File: src/rtl/imm_gen_pipe.sv
// Immediate extender with valid/ready input, 2-entry output buffer and a
// saturating illegal-instruction counter. Immediates are formed before storage.
module imm_gen_pipe #(
    parameter int XLEN  = 32,
    parameter int CNT_W = 16
) (
    input  logic             clk,
    input  logic             rst_n,
    input  logic             flush,
    input  logic             in_valid,
    output logic             in_ready,
    input  logic [31:0]      in_instr,
    input  logic [2:0]       in_sel,
    output logic             out_valid,
    input  logic             out_ready,
    output logic [XLEN-1:0]  out_imm,
    output logic [2:0]       out_fmt,
    output logic             out_illegal,
    output logic [31:0]      out_instr,
    output logic [CNT_W-1:0] illegal_cnt,
    input  logic             cnt_clr
);

    typedef enum logic [2:0] {
        FMT_I    = 3'd0,
        FMT_S    = 3'd1,
        FMT_B    = 3'd2,
        FMT_U    = 3'd3,
        FMT_J    = 3'd4,
        FMT_Z    = 3'd5,
        FMT_AUTO = 3'd6,
        FMT_NONE = 3'd7
    } fmt_e;

    typedef struct packed {
        logic [XLEN-1:0] imm;
        logic [2:0]      fmt;
        logic            illegal;
        logic [31:0]     instr;
    } entry_t;

    logic [6:0]  opcode;
    logic        sgn;
    logic [2:0]  res_fmt;
    logic        res_ill;
    logic [63:0] imm64;
    entry_t      new_entry;
    entry_t      slot0;
    entry_t      slot1;
    logic [1:0]  count;
    logic        push;
    logic        pop;

    assign opcode = in_instr[6:0];
    assign sgn    = in_instr[31];

    always_comb begin
        res_fmt = in_sel;
        res_ill = 1'b0;
        if (in_sel == FMT_AUTO) begin
            unique case (opcode)
                7'b0010011, 7'b0000011, 7'b1100111: res_fmt = FMT_I;
                7'b1110011: res_fmt = in_instr[14] ? FMT_Z : FMT_I;
                7'b0100011: res_fmt = FMT_S;
                7'b1100011: res_fmt = FMT_B;
                7'b0110111, 7'b0010111: res_fmt = FMT_U;
                7'b1101111: res_fmt = FMT_J;
                7'b0110011: res_fmt = FMT_NONE;
                default: begin
                    res_fmt = FMT_NONE;
                    res_ill = 1'b1;
                end
            endcase
        end else if (in_sel == FMT_NONE) begin
            res_ill = 1'b1;
        end
    end

    // Built at 64 bits and truncated so one expression serves both XLEN values.
    always_comb begin
        imm64 = '0;
        case (res_fmt)
            FMT_I:   imm64 = {{52{sgn}}, in_instr[31:20]};
            FMT_S:   imm64 = {{52{sgn}}, in_instr[31:25], in_instr[11:7]};
            FMT_B:   imm64 = {{51{sgn}}, in_instr[31], in_instr[7], in_instr[30:25],
                              in_instr[11:8], 1'b0};
            FMT_U:   imm64 = {{32{sgn}}, in_instr[31:12], 12'b0};
            FMT_J:   imm64 = {{43{sgn}}, in_instr[31], in_instr[19:12], in_instr[20],
                              in_instr[30:21], 1'b0};
            FMT_Z:   imm64 = {59'b0, in_instr[19:15]};
            default: imm64 = '0;
        endcase
    end

    always_comb begin
        new_entry.imm     = imm64[XLEN-1:0];
        new_entry.fmt     = res_fmt;
        new_entry.illegal = res_ill;
        new_entry.instr   = in_instr;
    end

    assign in_ready  = (count != 2'd2);
    assign out_valid = (count != 2'd0);
    assign push      = in_valid && in_ready && !flush;
    assign pop       = out_valid && out_ready && !flush;

    // slot0 is always the head; slot1 only holds data when count is 2.
    always_ff @(posedge clk or negedge rst_n) begin
        if (!rst_n) begin
            count <= 2'd0;
            slot0 <= '0;
            slot1 <= '0;
        end else if (flush) begin
            count <= 2'd0;
        end else begin
            case ({push, pop})
                2'b10: begin
                    if (count == 2'd0) begin
                        slot0 <= new_entry;
                    end else begin
                        slot1 <= new_entry;
                    end
                    count <= count + 2'd1;
                end
                2'b01: begin
                    slot0 <= slot1;
                    count <= count - 2'd1;
                end
                2'b11: slot0 <= new_entry;
                default: ;
            endcase
        end
    end

    always_ff @(posedge clk or negedge rst_n) begin
        if (!rst_n) begin
            illegal_cnt <= '0;
        end else if (cnt_clr) begin
            illegal_cnt <= '0;
        end else if (push && res_ill && (illegal_cnt != {CNT_W{1'b1}})) begin
            illegal_cnt <= illegal_cnt + 1'b1;
        end
    end

    assign out_imm     = slot0.imm;
    assign out_fmt     = slot0.fmt;
    assign out_illegal = slot0.illegal;
    assign out_instr   = slot0.instr;

endmodule

File: config.mk
export PLATFORM = sky130hd
export DESIGN_NAME = imm_gen_pipe
export DESIGN_NICKNAME = d
export VERILOG_FILES = /design/src/rtl/imm_gen_pipe.sv
export SDC_FILE = /design/constraint.sdc
export NUM_CORES = 1
export LEC_CHECK = 0
export BUFFER_PORTS_ARGS = -buffer_cell sky130_fd_sc_hd__buf_2
export CORE_MARGIN = 2
export CORE_UTILIZATION = 45
export DETAILED_ROUTE_END_ITERATION = 10
export GPL_ROUTABILITY_DRIVEN = 0
export PLACE_DENSITY = 0.73
export REMOVE_ABC_BUFFERS = 1
export SLEW_MARGIN = 20
export SYNTH_ARGS = -nofsm -noshare
export SYNTH_HDL_FRONTEND = slang
export SYNTH_SLANG_ARGS = --single-unit
File: constraint.sdc
create_clock -name clk -period 5.16 [get_ports clk]
set_input_delay 0.516 -clock clk [delete_from_list [all_inputs] [get_ports clk]]
set_output_delay 0.516 -clock clk [all_outputs]
set_load 0.005 [all_outputs]
* After elaboration in Yosys (flattened, before gate mapping) *
Index checks and enable logic that the tools add are counted.

storage, ports and cells
  flip-flop bits (word level) = 154
  input port bits = 41
  output and inout bits = 86
  logic and storage cells = 69

operators by class
  add/sub/neg operators = 3
  equal/unequal tests = 23
  muxes and demuxes = 13
  bitwise gates (word level) = 2
  reduce and logical (&&, ||, !) cells = 18

operators by type and width
  cell                                                 number
  one-hot mux 68 bit (3 select lines)                  1
  one-hot mux 32 bit (6 select lines)                  1
  two-way mux 68 bit                                   1
  two-way mux 16 bit                                   2
  equality test 7 bit, second input constant           4
  equality test 7 x 6 -> 1 bit, second input constant  3
  one-hot mux 3 bit (6 select lines)                   1
  adder 16 x 1 -> 16 bit, second input constant        1
  inequality test 16 bit, second input constant        1
  equality test 7 x 5 -> 1 bit, second input constant  2
  equality test 3 bit, second input constant           4
  OR reduction 10 bit                                  1
  equality test 7 x 2 -> 1 bit, second input constant  1
  equality test 3 x 2 -> 1 bit, second input constant  2
  logical AND 1 bit                                    6
  two-way mux 3 bit                                    2
  AND reduction 3 bit                                  2
  nonzero test 3 bit                                   2
  equality test 2 bit, second input constant           2
  inequality test 2 bit, second input constant         2
  one-hot mux 2 bit (2 select lines)                   1
  nonzero test 2 bit                                   2
  equality test 3 x 1 -> 1 bit, second input constant  1
  logical NOT 3 bit                                    1
  10 further kinds                                     13

* Logic depth before layout (Yosys ltp) *
Gate-level depths: netlist (run 1).

  word-level depth = 8
  depth in mapped cells = 10
  gate-level depth less buffers = 7

* Worst setup path before layout (run 1) *
Ideal clock, no wire load.

  kind = in2reg
  start = in in_instr[6]
  end = reg slot1[56] in the netlist's numbering
  library setup time = 0.127 ns
  arrival time = 2.388 ns
  data required time = 5.033 ns
  path slack = 2.645 ns
  cell stages on the path = 10
  path buffers = 3
  cells stage by stage = buf_4 -> or2_1 -> a2111o_1 -> o211a_1 -> or2_1 -> buf_6 -> a21o_2 -> a21oi_1 -> buf_2 -> a21oi_1

on the way
  cells in the longest elaborated chain, start to end = 6
  elaborated cells between the ends (all ways) = 20
  classes of those cells = eq/ne (14); mux (3); reduce/logical (3)

ends and longest elaborated chain
  element                                                     line  text
  start: declaration                                          12    input logic [31:0] in_instr,
  equality test 7 x 5 -> 1 bit, or another cell as far along  61    unique case (opcode)
  OR reduction 3 bit or OR reduction 2 bit (tied branches)    61
  one-hot mux 3 bit (6 select lines) (*)                      61
  two-way mux 3 bit (*)                                       60    if (in_sel == FMT_AUTO) begin
  equality test 3 bit, or another cell as far along           82    case (res_fmt)
  one-hot mux 32 bit (6 select lines) (*)                     82
  end signal: assignment                                      121   slot1 <= new_entry;
  end: declaration                                            49    entry_t slot1;

Every way passes the cells marked *; elsewhere a longest branch is shown, timed or not.
A chain may end at the register's enable or synchronous reset.

* Worst setup path after layout (run 1) *
  start = reg count[0]
  end = reg slot0, in the netlist out_imm[20]

on the way
  cells in the longest elaborated chain, start to end = 6
  elaborated cells between the ends (all ways) = 14
  classes of those cells = eq/ne (5); mux (1); reduce/logical (8)

ends and longest elaborated chain
  element                                                                       line      text
  start: declaration                                                            50        logic [1:0] count;
  start signal: assignment                                                      123       count <= count + 2'd1;
  start signal: assignment                                                      127       count <= count - 2'd1;
  inequality test 2 bit or nonzero test 2 bit (tied branches)                   102, 103
  logical AND 1 bit (on tied branches) (2 in series)                            104, 105
  equality test 2 bit or equality test 2 x 1 -> 1 bit (tied branches)           116       case ({push, pop})
  inequality test 2 bit (no source line) or nonzero test 3 bit (tied branches)  --
  AND reduction 3 bit (no source line)                                          --
  end signal: assignment                                                        119       slot0 <= new_entry;
  end signal: assignment                                                        126       slot0 <= slot1;
  end signal: assignment                                                        129       2'b11: slot0 <= new_entry;
  end: declaration                                                              48        entry_t slot0;

Several ways; a longest one is shown, not always the timed one.

==> results of run 1 <==
-- critical path, cell delays in order, from the launching register on --
cell and delay, ns:
dfrtp_1 0.43, nor2_1 0.37, a21oi_1 0.09, nand3b_1 0.10
buf_4 0.58, nand2_1 0.43, a21oi_1 0.82, a21oi_1 0.17
-- final timing paths --
check | start | to | slack (ns)
min | in_instr[12] | slot1[12] | 0.33
min in group asynchronous | rst_n | illegal_cnt[4] | 0.53
min reg2reg | slot1[41] | slot1[41] | 0.47
max in group asynchronous | rst_n | out_instr[30] | 3.77
max reg2reg | count[0] | out_imm[20] | 2.00
max | count[0] | out_imm[20] | 2.00
-- flip-flops by register name, summed over array words and instances (netlist names) --
| signal | flops |
|---|---|
| slot1 | 68 |
| out_imm | 32 |
| out_instr | 32 |
| illegal_cnt | 16 |
| out_fmt | 3 |
| count | 2 |
| out_illegal | 1 |
-- power groups by stage --
stage | sequential, uW | combinational (uW) | clock [uW]
floorplan | 1600 | 299 | 0
CTS | 1600 | 557 | 1220
detailed placement | 1620 | 554 | 0
global placement | 1610 | 540 | 0
global route | 1630 | 638 | 1270
finish | 1610 | 553 | 1200
-- placed cells by master (no fill, tap or decap), types with 5 or more instances in the layout --
| cell type | Yosys | layout |
|---|---|---|
| nand2_1 | 199 | 199 |
| nand3_1 | 16 | 16 |
| inv_1 | 9 | 9 |
| buf_4 | 2 | 6 |
| clkbuf_16 | 0 | 17 |
| nand2_2 | 6 | 6 |
| a31oi_1 | 37 | 37 |
| a21oi_1 | 67 | 67 |
| xor2_1 | 9 | 9 |
| o21ai_0 | 39 | 39 |
| buf_2 | 4 | 125 |
| nand4_1 | 5 | 5 |
| o22ai_1 | 19 | 19 |
| dfrtp_1 | 154 | 154 |
| nor2_1 | 81 | 80 |
-- through the flow --
stage                     cells  utilization, %  instance area [um2]  TNS (ns)
after floorplan             722               -                 6740    -0.239
after global placement     1042            50.7                 7670         0
after detailed placement   1042            50.7                 7670         0
after CTS                  1074            54.5                 8250         0
after global routing       1076            54.7                 8290         0
final                      1076            54.7                 8290         0
-- area by class of cell --
cell class / count / area (um2)
clock inverters: 9 / 90.1
clock buffers: 23 / 488
repair buffers: 134 / 719
inverters: 9 / 33.8
multi-input cells: 559 / 2870
well taps: 188 / 235
fillers: 1411 / 6860
flip-flops and latches: 154 / 3850
-- metal layers --
metal,up-vias,GRT usage (%),part of all wire (%)
met3,34,4.86,5.6
met5,-,0,0.039
met2,192,35.9,47
met4,2,8.73,2.3
li1,2870,-,-
met1,2905,30.5,45
-- cell families after synthesis --
logic type               share of synthesized area [%]
adder cells (fa/ha/maj)                          0.180
buffers and inverters                             3.79
multiplexers                                     0.575
AO/OA/AOI/OAI                                     17.0
AND/OR/NAND/NOR                                   21.7
flip-flops                                        55.3
XOR/XNOR                                          1.51
==> implementation parameters, run 1 <==
Parameter                              Value

Setup path
  Crit end category ... flop
  Register-to-Register Path Depth ... 7
  Critical path required time ... 5.43 ns
  Largest fanout on the critical path ... 60
  Arrival time reported for the critical path endpoint ... 3.43 ns
  Startpoint types ... flop
  Type of the worst setup path ... reg2reg

Run status
  Outcome ... completed

Floorplan
  Area of the core ... 0.0151 mm2
  Initial standard-cell utilization of the core ... 46.0%
  Top-Level Pins ... 127
  Width of the chip ... 128 um
  Row count ... 45
  Die Area ... 0.0165 mm2
  Y dimension of the die ... 128 um

Power and ir drop
  Reported net switching power ... 946 uW
  Combinational power share ... 16.4%
  Overall power after layout ... 3360 uW
  Clock share of power ... 35.8%
  Switching portion of total power ... 28.1%
  Maximum vdd drop ... 0.262 mV
  Part of the power in registers ... 47.8%
  Leakage Power ... 0.00388 uW
  Power per cell area ... 405 mW/mm2
  Cell internal power dissipation ... 2410 uW

Yosys
  Dominant cell by count in the synthesized netlist ... nand2_1
  Netlist Area Pre-Place ... 0.00697 mm2
  Post-synth EDFFs ... 0
  Async set-reset flop share out of synthesis ... 100%
  Average cell area after synthesis ... 9.00 um2
  Top FF cell, synth ... dfrtp_1
  Synthesized flop and latch total ... 154
  Dominant cells by area after synthesis ... dfrtp_1 (55%), nand2_1 (11%), a21oi_1 (4.8%)
  Area fraction of the dominant cell type after synthesis ... 55.3%
  Sequential element share of the synthesized area ... 55.3%
  Yosys cell types ... 60
  Commonest cells post-synth ... nand2_1 (199), dfrtp_1 (154), nor2_1 (81)
  Synth warn ... 0
  Synthesized instance count ... 774
  Area leader, netlist ... dfrtp_1

Timing
  Worst Tran Pin Value ... 1.00 ns
  Max Slew Vio Count ... 0
  Worst hold slack ... 0.326 ns
  Post-layout worst setup margin ... 2.00 ns
  Final clock period utilization by the worst path ... 61.3%
  Slew margin rel. ... 32.5%
  Final setup violation count ... 0
  Worst clock skew ... 0.00903 ns
  Number of hold violations in the final report ... 0
  Highest achievable clock rate ... 316 MHz
  Shortest clock period the worst path allows after layout ... 3.16 ns
  Unrepaired setup endpoints after global routing ... false

Route
  Number of nets with antenna violations after routing ... 0
  Wire length after detailed routing ... 17900 um
  Detailed-router iteration count before antenna repair ... 5
  Routed vias/inst ... 5.58
  Final routed wire length divided by cell count ... 16.7 um
  DR DRC count ... 0
  Vias post-DR ... 6003
  Initial DRC count ... 537

Clocking
  Clock buffers created by TritonCTS ... 17
  Clk buf depth ... 2
  Hold buffer count at CTS ... 0
  Clock tree from TritonCTS ... done
  Number of levels the H-tree was split into ... 4
  Clock root buffer ... clkbuf_16
  Clock Sinks ... 154
  Number of gates resized after cts ... 0
  Clock input transition at the sequential cells of the worst setup and hold paths ... 0.06 ns
  Post-CTS setup buffer count ... 0
  Clock latency on the worst-skew pair ... 0.42 ns

Global route
  Via count of the first global-routing pass ... 5664
  Number of antenna violations at the first check in global routing ... 1
  Global-route wire length before repair ... 29200 um
  GR Util All Layers ... 22.6%
  Total overflow reported by the global router ... 0
  Pin count of the biggest net entering global routing ... 111

Cells and area
  Synthesis-to-finish area growth ... 19.0%
  Proportion of layout cells with a drive suffix above 1 ... 20.9%
  Final Net Count ... 917
  Number of antenna cells inserted ... 0

Hold path
  Worst min-delay path category ... in2reg
  Depth of the worst hold-timing path ... 3

Place
  Setup slack after placement ... 1.78 ns
  Number of I/O port buffers ... 126
  Post-DP HPWL ... 11300 um

Run
  Number of maximum-capacitance constraint violations ... 0
Power figures use the tool's default switching activity.
==> inputs of run 2 (changes only) <==
--- a/config.mk
+++ b/config.mk
@@ -10,7 +10,7 @@
 export CORE_UTILIZATION = 45
 export DETAILED_ROUTE_END_ITERATION = 10
 export GPL_ROUTABILITY_DRIVEN = 0
-export PLACE_DENSITY = 0.73
+export PLACE_DENSITY = 0.75
 export REMOVE_ABC_BUFFERS = 1
 export SLEW_MARGIN = 20
 export SYNTH_ARGS = -nofsm -noshare
==> constraint.sdc (replaced) <==
create_clock -name clk -period 2.59 [get_ports clk]
set_input_delay 0.259 -clock clk [delete_from_list [all_inputs] [get_ports clk]]
set_output_delay 0.259 -clock clk [all_outputs]
set_load 0.005 [all_outputs]
==> implementation parameters, run 2 (same netlist as run 1, synthesis figures left out) <==
Parameter                              Value

Floorplan
  Initial standard-cell utilization of the core ... 46.0%
  Y dimension of the die ... 128 um
  Die Area ... 0.0165 mm2
  Width of the chip ... 128 um
  Top-Level Pins ... 127
  Row count ... 45
  Area of the core ... 0.0151 mm2

Route
  Number of nets with antenna violations after routing ... 0
  Vias post-DR ... 6045
  Routed vias/inst ... 5.55
  Detailed-router iteration count before antenna repair ... 5
  Initial DRC count ... 481
  Wire length after detailed routing ... 18300 um
  DR DRC count ... 0
  Final routed wire length divided by cell count ... 16.8 um

Timing
  Highest achievable clock rate ... 425 MHz
  Number of hold violations in the final report ... 0
  Unrepaired setup endpoints after global routing ... false
  Worst Tran Pin Value ... 0.724 ns
  Post-layout worst setup margin ... 0.237 ns
  Worst clock skew ... 0.0104 ns
  Max Slew Vio Count ... 0
  Shortest clock period the worst path allows after layout ... 2.35 ns
  Final clock period utilization by the worst path ... 90.8%
  Slew margin rel. ... 51.3%
  Final setup violation count ... 0

Global route
  Via count of the first global-routing pass ... 5702
  Met1 GRT Util ... 31.3%
  GRT met2 Usage ... 35.8%
  GR peak layer ... met2
  Global-route wire length before repair ... 29500 um
  Total overflow reported by the global router ... 0
  Routing usage on met3 ... 4.62%
  Number of antenna violations at the first check in global routing ... 0
  Pin count of the biggest net entering global routing ... 92
  GR Util All Layers ... 22.7%

Clocking
  Clock latency on the worst-skew pair ... 0.43 ns
  Clock Sinks ... 154
  Hold buffer count at CTS ... 1
  Clock input transition at the sequential cells of the worst setup and hold paths ... 0.07 ns
  Clk buf depth ... 2
  Clock tree from TritonCTS ... done
  Number of gates resized after cts ... 0
  Clock buffers created by TritonCTS ... 17
  Post-CTS setup buffer count ... 0
  Clock root buffer ... clkbuf_16
  Number of levels the H-tree was split into ... 4

Setup path
  Type of the worst setup path ... reg2reg
  Crit path cell chain ... and4_1 > and4_1 > a41o_1 > or4_1 > or3_1 > a21oi_1
  Startpoint types ... flop
  Launch point of the worst reg-to-reg path ... illegal_cnt[4]
  Largest fanout on the critical path ... 11
  Slowest-stage cell, CP ... or4_1
  Crit end category ... flop
  Worst path max stage delay ... 0.59 ns
  Arrival time reported for the critical path endpoint ... 2.70 ns
  Register-to-Register Path Depth ... 6
  Slack of the worst reg-to-reg path ... 0.24 ns
  Critical path required time ... 2.93 ns
  Capture point of the worst reg-to-reg path ... illegal_cnt[9]
  Cell occurring most often along the worst timing path ... and4_1

Place
  Number of I/O port buffers ... 126
  Placed inst area ... 0.00787 mm2
  Setup slack after placement ... 0.0611 ns
  Post-DP HPWL ... 11700 um

Cells and area
  Proportion of layout cells with a drive suffix above 1 ... 22.1%
  Most common cell after layout, fill and taps aside ... nand2_1
  Largest register by flop count ... slot1
  Total non-filler cell area in the finished layout ... 0.00850 mm2
  Final Net Count ... 930
  Most frequent cells in the layout ... nand2_1 (199), dfrtp_1 (154), buf_2 (125), nor2_1 (80), a21oi_1 (67)
  Number of flip-flops in the largest register ... 68
  Number of antenna cells inserted ... 0
  Synthesis-to-finish area growth ... 22.0%

Hold path
  Depth of the worst hold-timing path ... 3
  Worst min-delay path category ... in2reg
  Hold-critical path endpoint ... slot1[10]
  Startpoint of the lowest-slack hold path ... in_instr[10]

Power and ir drop
  Power per cell area ... 820 mW/mm2
  Maximum vdd drop ... 0.545 mV
  Leakage Power ... 0.00399 uW

Run status
  Outcome ... completed

Run
  Number of maximum-capacitance constraint violations ... 0
run 2: cell type report:
cell class | count | area (um2)
Inverter | 9 | 33.8
Fill cell | 1376 | 6640
Clock inverter | 13 | 193
Tap cell | 188 | 235
Multi-Input combinational cell | 559 | 2870
Timing Repair Buffer | 147 | 885
Sequential cell | 154 | 3850
Clock buffer | 19 | 433
run 2: report_power, final:
group | switching, uW | internal [uW] | leakage (uW)
sequential | 281 | 2910 | 0.00188
combinational | 645 | 497 | 0.00181
clock | 1020 | 1630 | 0.000304
total | 1940 | 5030 | 0.00399
run 2: routing by layer:
metal,vias up,part of all wire (%)
met5,-,0
met4,0,2.0
met3,26,5.8
met2,185,47
met1,2937,45
li1,2897,-
run 2: through the flow:
stage | setup TNS [ns] | hold slack (ns) | power [uW] | utilization, % | cells
after floorplan | -185.75 | -0.0366 | 3790 | - | 722
after global placement | 0 | 0.236 | 4320 | 51.9 | 1056
after detailed placement | 0 | 0.236 | 4360 | 51.9 | 1056
after CTS | 0 | 0.0591 | 7020 | 56.1 | 1089
after global routing | 0 | 0.0721 | 7340 | 56.1 | 1089
final | 0 | 0.0685 | 6980 | 56.1 | 1089
run 2: how the worst max path moves through the flow:
stage                         startpoint             end  slack, ns  cells after the start
after detailed placement     in_instr[3]     out_imm[16]       0.06                      8
final                     illegal_cnt[4]  illegal_cnt[9]       0.24                      6
after global routing      illegal_cnt[5]  illegal_cnt[5]       0.11                      6
after CTS                 illegal_cnt[5]  illegal_cnt[9]       0.21                      6
after floorplan                 count[0]     out_imm[20]      -2.59                      6
after global placement       in_instr[3]     out_imm[16]       0.12                      8
run 2: critical path: cells and delay by family (launching register included):
| kind | cells | cell delay (ns) |
|---|---|---|
| AOI/OAI and AO/OA | 2 | 0.39 |
| DFF | 1 | 0.43 |
| and+or+nand+nor | 4 | 1.45 |
==> inputs of run 3 (changes only) <==
--- a/config.mk
+++ b/config.mk
@@ -5,6 +5,7 @@
 export SDC_FILE = /design/constraint.sdc
 export NUM_CORES = 1
 export LEC_CHECK = 0
+export ABC_AREA = 1
 export BUFFER_PORTS_ARGS = -buffer_cell sky130_fd_sc_hd__buf_2
 export CORE_MARGIN = 2
 export CORE_UTILIZATION = 45
==> implementation parameters, run 3 <==
Parameter                              Value

Global route
  Global-route wire length before repair ... 32900 um
  GR Util All Layers ... 22.8%
  Number of antenna violations at the first check in global routing ... 0
  Via count of the first global-routing pass ... 6536
  Total overflow reported by the global router ... 0
  Pin count of the biggest net entering global routing ... 72

Place
  Post-DP HPWL ... 12800 um
  # placed instances ... 1269
  Number of I/O port buffers ... 126
  Setup slack after placement ... 0.340 ns

Cells and area
  Number of flip-flops in the largest register ... 68
  Synthesis-to-finish area growth ... 17.6%
  Proportion of layout cells with a drive suffix above 1 ... 19.9%
  Final Net Count ... 1111
  Largest register by flop count ... slot1
  Number of standard cells in the layout, taps in and fillers out ... 1303
  Most common cell after layout, fill and taps aside ... nand2_1
  Most frequent cells in the layout ... nand2_1 (284), dfrtp_1 (154), buf_2 (125), o21ai_0 (97), nor2_1 (86)

Floorplan
  Width of the chip ... 134 um
  Y dimension of the die ... 134 um
  Row count ... 47
  Top-Level Pins ... 127
  Die Area ... 0.0180 mm2
  Area of the core ... 0.0166 mm2
  Initial standard-cell utilization of the core ... 46.0%

Setup path
  Crit path cell chain ... inv_1 > nand2_1 > nand2_1 > nor2_1 > inv_1 > nor2_1 > inv_2 > nor2_4 > inv_2 > nand2_1 > o21ai_0
  CP Capture Point ... slot1[27]
  Launch point of the worst reg-to-reg path ... count[0]
  Critical path required time ... 2.86 ns
  Critical path launch point ... count[0]
  Startpoint types ... flop
  Largest fanout on the critical path ... 47
  Slowest-stage cell, CP ... dfrtp_1
  Arrival time reported for the critical path endpoint ... 2.42 ns
  Worst path max stage delay ... 0.37 ns
  Register-to-Register Path Depth ... 11
  Crit end category ... flop
  Type of the worst setup path ... reg2reg
  Slack of the worst reg-to-reg path ... 0.44 ns
  Capture point of the worst reg-to-reg path ... slot1[27]
  Cell occurring most often along the worst timing path ... nand2_1

Route
  Vias post-DR ... 6846
  Wire length after detailed routing ... 19700 um
  DR DRC count ... 0
  Final routed wire length divided by cell count ... 15.1 um
  Routed vias/inst ... 5.25
  Number of nets with antenna violations after routing ... 0
  Detailed-router iteration count before antenna repair ... 5
  Initial DRC count ... 672

Timing
  Worst hold slack ... 0.0748 ns
  Sum Neg Setup Slack ... 0 ns
  Shortest clock period the worst path allows after layout ... 2.15 ns
  Unrepaired setup endpoints after global routing ... false
  Final setup violation count ... 0
  Max Slew Vio Count ... 0
  Slew margin rel. ... 43.1%
  Post-layout worst setup margin ... 0.437 ns
  Worst Tran Pin Value ... 0.852 ns
  Highest achievable clock rate ... 464 MHz
  Final clock period utilization by the worst path ... 83.1%
  Worst clock skew ... 0.00735 ns
  Number of hold violations in the final report ... 0

Clocking
  Number of levels the H-tree was split into ... 4
  Clock input transition at the sequential cells of the worst setup and hold paths ... 0.06 ns
  Number of gates resized after cts ... 0
  Clock buffers created by TritonCTS ... 17
  Clk buf depth ... 2
  Clock tree from TritonCTS ... done
  Clock Sinks ... 154
  Clock root buffer ... clkbuf_16
  Clock latency on the worst-skew pair ... 0.43 ns

Yosys
  Sequential element share of the synthesized area ... 50.5%
  Synthesized instance count ... 965
  Yosys cell types ... 37
  Area leader, netlist ... dfrtp_1
  Synth warn ... 0
  Area fraction of the dominant cell type after synthesis ... 50.5%
  Commonest cells post-synth ... nand2_1 (284), dfrtp_1 (154), o21ai_0 (97)
  Netlist Area Pre-Place ... 0.00762 mm2
  Average cell area after synthesis ... 7.90 um2
  Top FF cell, synth ... dfrtp_1
  Synthesized flop and latch total ... 154
  Dominant cells by area after synthesis ... dfrtp_1 (51%), nand2_1 (14%), o21ai_0 (6.4%)
  Async set-reset flop share out of synthesis ... 100%
  Post-synth EDFFs ... 0
  Dominant cell by count in the synthesized netlist ... nand2_1

Hold path
  Worst min-delay path category ... in2reg

Run
  Number of maximum-capacitance constraint violations ... 0

Power and ir drop
  Power per cell area ... 983 mW/mm2
  Leakage Power ... 0.00462 uW
  Maximum vdd drop ... 0.504 mV
  Overall power after layout ... 8810 uW

Run status
  Outcome ... completed
run 3: cell count changes after synthesis, moves of 18 or more:
| cell | change |
|---|---|
| a31oi_1 | -28 |
| nand3_1 | +46 |
| o21ai_1 | +18 |
| nand4_1 | +22 |
| o21ai_0 | +58 |
| o22ai_1 | -19 |
| nand2_1 | +85 |
| inv_1 | +57 |
| a21oi_1 | -32 |
run 3: stage by stage:
stage	cell area [um2]	util, %
6_report	8970	54.1
5_1_grt	8970	54.1
4_1_cts	8970	54.1
3_5_place_dp	8400	50.7
3_3_place_gp	8400	50.7
2_1_floorplan	7330	-
run 3: layout make-up:
type	instances	area, um2
fillers	1560	7610
well taps	220	275
repair buffers	139	800
inverters	74	278
diodes	1	2.50
flip-flops and latches	154	3850
multi-input cells	683	3210
clock inverters	14	114
clock buffers	18	439
run 3: worst min path at each step:
stage / startpoint / end / slack (ns) / depth (start not counted)
floorplan: rst_n / count[0] / -0.04 / 0
global placement: rst_n / slot1[46] / 0.17 / 1
detailed placement: rst_n / slot1[29] / 0.17 / 1
CTS: in_instr[12] / slot1[12] / 0.07 / 3
global route: in_instr[11] / slot1[11] / 0.09 / 3
finish: in_instr[12] / slot1[12] / 0.07 / 3
run 3: metal layers:
layer	GRT usage (%)	part of all wire [%]	vias to the layer above
met3	5.25	6.0	22
met5	0	0	-
met1	31.8	45	3267
met2	35.4	47	203
met4	7.02	1.5	0
li1	-	-	3354
run 3: timing repair:
action | in CTS | in global routing
hold endpoints to repair | 29 | 0
hold buffers | 1 | 0
buffers inserted | 0 | 0
run 3: critical path: cells and delay by family, from the launching register on:
| family | cells | cell delay (ns) |
|---|---|---|
| AO/OA/AOI/OAI | 1 | 0.11 |
| buffers and inverters | 4 | 0.59 |
| flip-flops | 1 | 0.37 |
| AND/OR/NAND/NOR | 6 | 0.90 |
run 3: report_power, final:
part / total [uW] / switching (uW) / internal [uW]
Clock: 2340 / 1070 / 1270
Combinational: 2530 / 1490 / 1030
Sequential: 3940 / 525 / 3420
run 3: logic make-up (layout without fill, tap and decap cells):
logic type	count (synthesis)	in the layout	share of synthesized area, %
AOI/OAI and AO/OA	175	175	12.4
buffers and inverters	128	245	7.48
other	0	1	0
and+or+nand+nor	500	500	28.6
xor gates and xnor gates	7	7	0.804
DFF	154	154	50.5
adders and majority gates	1	1	0.164
